## config.mk

```make
export PLATFORM = sky130hd
export DESIGN_NAME = vga_scan_timing
export DESIGN_NICKNAME = d
export VERILOG_FILES = /design/src/rtl/vga_scan_timing.sv
export SDC_FILE = /design/constraint.sdc
export NUM_CORES = 1
export LEC_CHECK = 0
export CAP_MARGIN = 20
export CORE_MARGIN = 2
export CORE_UTILIZATION = 45
export CTS_BUF_LIST = sky130_fd_sc_hd__clkbuf_4 sky130_fd_sc_hd__clkbuf_8 sky130_fd_sc_hd__clkbuf_16
export DETAILED_ROUTE_END_ITERATION = 8
export MAX_ROUTING_LAYER = met4
export PLACE_DENSITY = 0.89
export SYNTH_ARGS = -nofsm -noshare
export SYNTH_HDL_FRONTEND = slang
export SYNTH_SLANG_ARGS = --single-unit
```

## constraint.sdc

```tcl
create_clock -name clk -period 2.4 [get_ports clk]
set_input_delay 0.72 -clock clk [delete_from_list [all_inputs] [get_ports clk]]
set_output_delay 0.72 -clock clk [all_outputs]
set_load 0.02 [all_outputs]
```

## src/rtl/vga_scan_timing.sv

```systemverilog
// Raster scan generator and output stage: pixel/line counters, x/y to the colour stage,
// timing delay line matched to the colour pipeline, registered VGA pins and a frame tick.
module vga_scan_timing #(
   parameter int H_ACTIVE           = 640,
   parameter int H_FP               = 16,
   parameter int H_SYNC             = 96,
   parameter int H_BP               = 48,
   parameter int V_ACTIVE           = 480,
   parameter int V_FP               = 10,
   parameter int V_SYNC             = 2,
   parameter int V_BP               = 33,
   parameter int SCREEN_WIDTH_BITS  = 10,
   parameter int SCREEN_HEIGHT_BITS = 10,
   parameter bit SYNC_ACTIVE        = 1'b0,
   parameter int PIPE_DELAY         = 0
) (
   input  logic                          clk,
   input  logic                          rst,
   input  logic                          pix_en,
   output logic [SCREEN_WIDTH_BITS-1:0]  x,
   output logic [SCREEN_HEIGHT_BITS-1:0] y,
   input  logic [7:0]                    in_r,
   input  logic [7:0]                    in_g,
   input  logic [7:0]                    in_b,
   output logic [7:0]                    vga_r,
   output logic [7:0]                    vga_g,
   output logic [7:0]                    vga_b,
   output logic                          vga_hs,
   output logic                          vga_vs,
   output logic                          vga_de,
   output logic                          frame_tick
);

   localparam int HW = SCREEN_WIDTH_BITS;
   localparam int VW = SCREEN_HEIGHT_BITS;

   localparam logic [HW-1:0] H_LAST    = HW'(H_ACTIVE + H_FP + H_SYNC + H_BP - 1);
   localparam logic [HW-1:0] H_VIS     = HW'(H_ACTIVE);
   localparam logic [HW-1:0] H_SYNC_ST = HW'(H_ACTIVE + H_FP);
   localparam logic [HW-1:0] H_SYNC_EN = HW'(H_ACTIVE + H_FP + H_SYNC);
   localparam logic [VW-1:0] V_LAST    = VW'(V_ACTIVE + V_FP + V_SYNC + V_BP - 1);
   localparam logic [VW-1:0] V_VIS     = VW'(V_ACTIVE);
   localparam logic [VW-1:0] V_VIS_END = VW'(V_ACTIVE - 1);
   localparam logic [VW-1:0] V_SYNC_ST = VW'(V_ACTIVE + V_FP);
   localparam logic [VW-1:0] V_SYNC_EN = VW'(V_ACTIVE + V_FP + V_SYNC);

   localparam logic SYNC_ON  = SYNC_ACTIVE;
   localparam logic SYNC_OFF = ~SYNC_ACTIVE;

   logic [HW-1:0] hc_q, hc_d;
   logic [VW-1:0] vc_q, vc_d;
   logic          line_end_s;
   logic          de_raw_s, hs_raw_s, vs_raw_s;
   logic          de_dly_s, hs_dly_s, vs_dly_s;
   logic          tick_d;

   logic [7:0]    vga_r_q, vga_g_q, vga_b_q;
   logic          vga_hs_q, vga_vs_q, vga_de_q, frame_tick_q;

   // Next-state for the horizontal and vertical position counters.
   always_comb begin
      hc_d       = hc_q;
      vc_d       = vc_q;
      line_end_s = (hc_q == H_LAST);
      if (pix_en) begin
         if (line_end_s) begin
            hc_d = {HW{1'b0}};
            if (vc_q == V_LAST) begin
               vc_d = {VW{1'b0}};
            end else begin
               vc_d = vc_q + VW'(1);
            end
         end else begin
            hc_d = hc_q + HW'(1);
            vc_d = vc_q;
         end
      end else begin
         hc_d = hc_q;
         vc_d = vc_q;
      end
   end

   // Position counter registers.
   always_ff @(posedge clk or posedge rst) begin
      if (rst) begin
         hc_q <= {HW{1'b0}};
         vc_q <= {VW{1'b0}};
      end else begin
         hc_q <= hc_d;
         vc_q <= vc_d;
      end
   end

   // Undelayed timing flags and frame-tick condition for the current position.
   always_comb begin
      de_raw_s = (hc_q < H_VIS) && (vc_q < V_VIS);
      hs_raw_s = (hc_q >= H_SYNC_ST) && (hc_q < H_SYNC_EN);
      vs_raw_s = (vc_q >= V_SYNC_ST) && (vc_q < V_SYNC_EN);
      tick_d   = pix_en && line_end_s && (vc_q == V_VIS_END);
   end

   // Timing flags travel alongside the colour stage's own pipeline.
   generate
      if (PIPE_DELAY > 0) begin : g_dly
         logic [PIPE_DELAY-1:0] de_sr_q, hs_sr_q, vs_sr_q;

         // Delay line shift registers, advanced once per pixel slot.
         always_ff @(posedge clk or posedge rst) begin
            if (rst) begin
               de_sr_q <= {PIPE_DELAY{1'b0}};
               hs_sr_q <= {PIPE_DELAY{1'b0}};
               vs_sr_q <= {PIPE_DELAY{1'b0}};
            end else if (pix_en) begin
               de_sr_q[0] <= de_raw_s;
               hs_sr_q[0] <= hs_raw_s;
               vs_sr_q[0] <= vs_raw_s;
               for (int i = 1; i < PIPE_DELAY; i++) begin
                  de_sr_q[i] <= de_sr_q[i-1];
                  hs_sr_q[i] <= hs_sr_q[i-1];
                  vs_sr_q[i] <= vs_sr_q[i-1];
               end
            end else begin
               de_sr_q <= de_sr_q;
               hs_sr_q <= hs_sr_q;
               vs_sr_q <= vs_sr_q;
            end
         end

         assign de_dly_s = de_sr_q[PIPE_DELAY-1];
         assign hs_dly_s = hs_sr_q[PIPE_DELAY-1];
         assign vs_dly_s = vs_sr_q[PIPE_DELAY-1];
      end else begin : g_nodly
         assign de_dly_s = de_raw_s;
         assign hs_dly_s = hs_raw_s;
         assign vs_dly_s = vs_raw_s;
      end
   endgenerate

   // Registered VGA pins; colour is forced to black outside the visible area.
   always_ff @(posedge clk or posedge rst) begin
      if (rst) begin
         vga_r_q  <= 8'h00;
         vga_g_q  <= 8'h00;
         vga_b_q  <= 8'h00;
         vga_de_q <= 1'b0;
         vga_hs_q <= SYNC_OFF;
         vga_vs_q <= SYNC_OFF;
      end else if (pix_en) begin
         vga_de_q <= de_dly_s;
         vga_hs_q <= hs_dly_s ? SYNC_ON : SYNC_OFF;
         vga_vs_q <= vs_dly_s ? SYNC_ON : SYNC_OFF;
         {vga_r_q, vga_g_q, vga_b_q} <= de_dly_s ? {in_r, in_g, in_b} : 24'h000000;
      end else begin
         vga_de_q <= vga_de_q;
         vga_hs_q <= vga_hs_q;
         vga_vs_q <= vga_vs_q;
         {vga_r_q, vga_g_q, vga_b_q} <= {vga_r_q, vga_g_q, vga_b_q};
      end
   end

   // Frame tick: single clk pulse, not gated by the hold behaviour of the pins.
   always_ff @(posedge clk or posedge rst) begin
      if (rst) begin
         frame_tick_q <= 1'b0;
      end else begin
         frame_tick_q <= tick_d;
      end
   end

   assign x          = hc_q;
   assign y          = vc_q;
   assign vga_r      = vga_r_q;
   assign vga_g      = vga_g_q;
   assign vga_b      = vga_b_q;
   assign vga_hs     = vga_hs_q;
   assign vga_vs     = vga_vs_q;
   assign vga_de     = vga_de_q;
   assign frame_tick = frame_tick_q;

endmodule

```

==> metrics.cfg <==
[die]
die_area_um2 = 5328
core_um2 = 4661
die_w_um = 73.00
die_h_um = 73.00
row_count = 25
ioPinCount = 75
initial_core_util = 0.4596

[clocking]
post-cts-setup-buffers = 0
cts_sinks = 48
cts_tree = yes
h-tree-depth = 2
cts_buffers = 5
ctsResizeCount = 0
insertion_delay_ns = 0.29
cts.clk_slew.worst_paths_ns = 0.08
ctsHoldBuffers = 0
clockRootBuffer = clkbuf_8
clockBufferDepth = 2

[placed_design]
place_hpwl_mm = 3.677
io_buffers = 74
gp_congestion = 0.9406
dpl_cell_area_um2 = 3005

[layout]
antenna_cells = 0
nets = 297
post-route-util = 0.6687
final_area_um2 = 3117
regArea_um2 = 1204
nFillCells = 336
multi_input_comb_area_um2 = 870.8
areaGrowthSynthToFinish_pct = 45.50
drive_gt1_frac = 0.1049

[worst_setup_path]
cp_max_fo = 8
critical-path-max-stage-delay_ns = 0.68
end_kind = output port
start_kind = register
cp.required_ns = 1.68
crit_type = reg -> out
path_cells = clkdlybuf4s50_1
worstPathArrival_ns = 1.52
slowest_stage = clkdlybuf4s50_1
worst-path-buf-inv = 1
path_delay_family = buffers and inverters

[synth]
synth_top_family_by_area = simple AND/OR/NAND/NOR gates
synth.area.mux_share = 0.005257
yosys.area.top_type = dfrtp_1
synth_cell_types = 37
synth_edf_count = 0
synth-xor-area-share = 0.04089
ys_ff_latch = 48
yosysSeqAreaShare = 0.5619
syn_avg_cell_area_um2 = 11.58
synth-compound-area-share = 0.1595
async_flop_share = 1.000
syn_area_um2 = 2142
ys_top_cells_by_area = dfrtp_1 (54%), a22o_1 (12%), nand4_1 (2.6%)
ys_top_cells_by_count = dfrtp_1 (46), a22o_1 (29), nand2_1 (9), nand4_1 (9)
synthSimpleGateAreaFrac = 0.1776
synth-warning-count = 0
synthAdderAreaFrac = 0.02336
syn_nets = 216
synth_top_area_share = 0.5374
postSynthCellCount = 185
synth_most_common_cell = dfrtp_1
ys.flop_type = dfrtp_1

[global_routing]
grt_pass1_wl_mm = 8.280
first_global_vias = 1772
met1_usage = 0.2719
use_met3 = 0.04834
grt_max_degree = 26
grt.busiest_layer = met2
antenna_found_initial = 0
met2_usage = 0.3103
grt_overflow_total = 0
track_usage = 0.2072

[outcome]
status = complete, no violations

[pwr]
vdd_drop_max_v = 0.0003697
leakage_nw = 1.340
powerDensity_nw_per_um2 = 661.8

[route]
first_iter_violations = 94
drt-pass1-iter-count = 4
via_count = 1818
drc = 0
vias_per_cell = 5.664
antenna_left = 0
wirelength_mm = 5.039
wire_per_inst_um = 15.70

[job]
drv_cap = 0

[timing]
slew_headroom = 0.6561
rsz0062_at_grt = false
max_freq_mhz = 446.4
final.min_clock_period_ns = 2.240
tns_ns = 0
period_share = 0.9334
max_slew.worst_pin.slew_ns = 0.5120
report.final.slew_viol_count = 0
finalHoldViolCount = 0
finalSetupViolCount = 0
fin_skew_ns = 0.004946

[worst_hold_path]
min-delay-path-class = reg -> reg

-- placed cells by master, fill, tap and decap left out, drive strengths merged, types with 5 or more instances in the layout --
cell type / synthesis / routed
xnor2: 5 / 5
a22o: 29 / 29
o21ai: 7 / 7
nor2: 7 / 7
dfrtp: 46 / 46
nand2: 9 / 9
xor2: 5 / 5
inv: 7 / 7
nand4: 9 / 9
nand3: 7 / 7
clkbuf: 6 / 6
clkdlybuf4s50: 0 / 74
buf: 3 / 9
nor3: 9 / 9
-- path summary, 6_finish.rpt --
kind                       slack (ns)    endpoint  cells after the start    from
hold reg to reg                  0.50      vga_de                      1  vga_de
hold / removal                   0.50      vga_de                      1  vga_de
max in group asynchronous        1.18  frame_tick                      3     rst
setup reg to reg                 0.44        y[6]                      5    x[0]
min in group asynchronous        0.75      vga_de                      2     rst
setup / recovery                 0.16        y[5]                      1    y[5]
-- final cells by class --
class                           count  share of cell area
Inverter                            8            0.009635
Clock buffer                        6             0.02449
Sequential cell                    48              0.3862
Multi-Input combinational cell    120              0.2794
Timing Repair Buffer               83              0.2674
Clock inverter                      2             0.01124
Tap cell                           54             0.02168
-- where the power goes --
group	switching, mW	internal [mW]
combinational	0.236	0.256
sequential	0.106	0.888
clock	0.256	0.321
-- metrics by stage --
| stage | setup WS [ns] | std cells | hold slack (ns) | total power, mW |
|---|---|---|---|---|
| floorplan | 0.5388 | 185 | 0.5163 | 1.228 |
| global placement | 0.2165 | 313 | 0.4613 | 1.488 |
| detailed placement | 0.1830 | 313 | 0.4783 | 1.500 |
| CTS | 0.1546 | 321 | 0.4987 | 2.076 |
| global route | 0.1100 | 321 | 0.5226 | 2.160 |
| finish | 0.1599 | 321 | 0.4966 | 2.063 |
-- per-layer routing --
layer / wire length [um] / part of all wire
met1: 2343 / 0.46
met3: 340 / 0.067
met5: 0 / 0
met4: 79 / 0.016
met2: 2275 / 0.45
-- registers in the layout, indices dropped and copies added (netlist names) --
name / count
frame_tick: 1
vga_b: 8
vga_de: 1
vga_g: 8
vga_hs: 1
vga_r: 8
vga_vs: 1
x: 10
y: 10
-- cell families (layout without fill, tap and decap cells) --
group	after synthesis	count (layout)
xor+xnor	10	10
flops	48	48
mux	1	1
compound gates	44	44
fa+ha+maj	4	4
buf+inv	17	99
simple gates	61	61
Note: power is estimated with default switching activity, not from simulation.
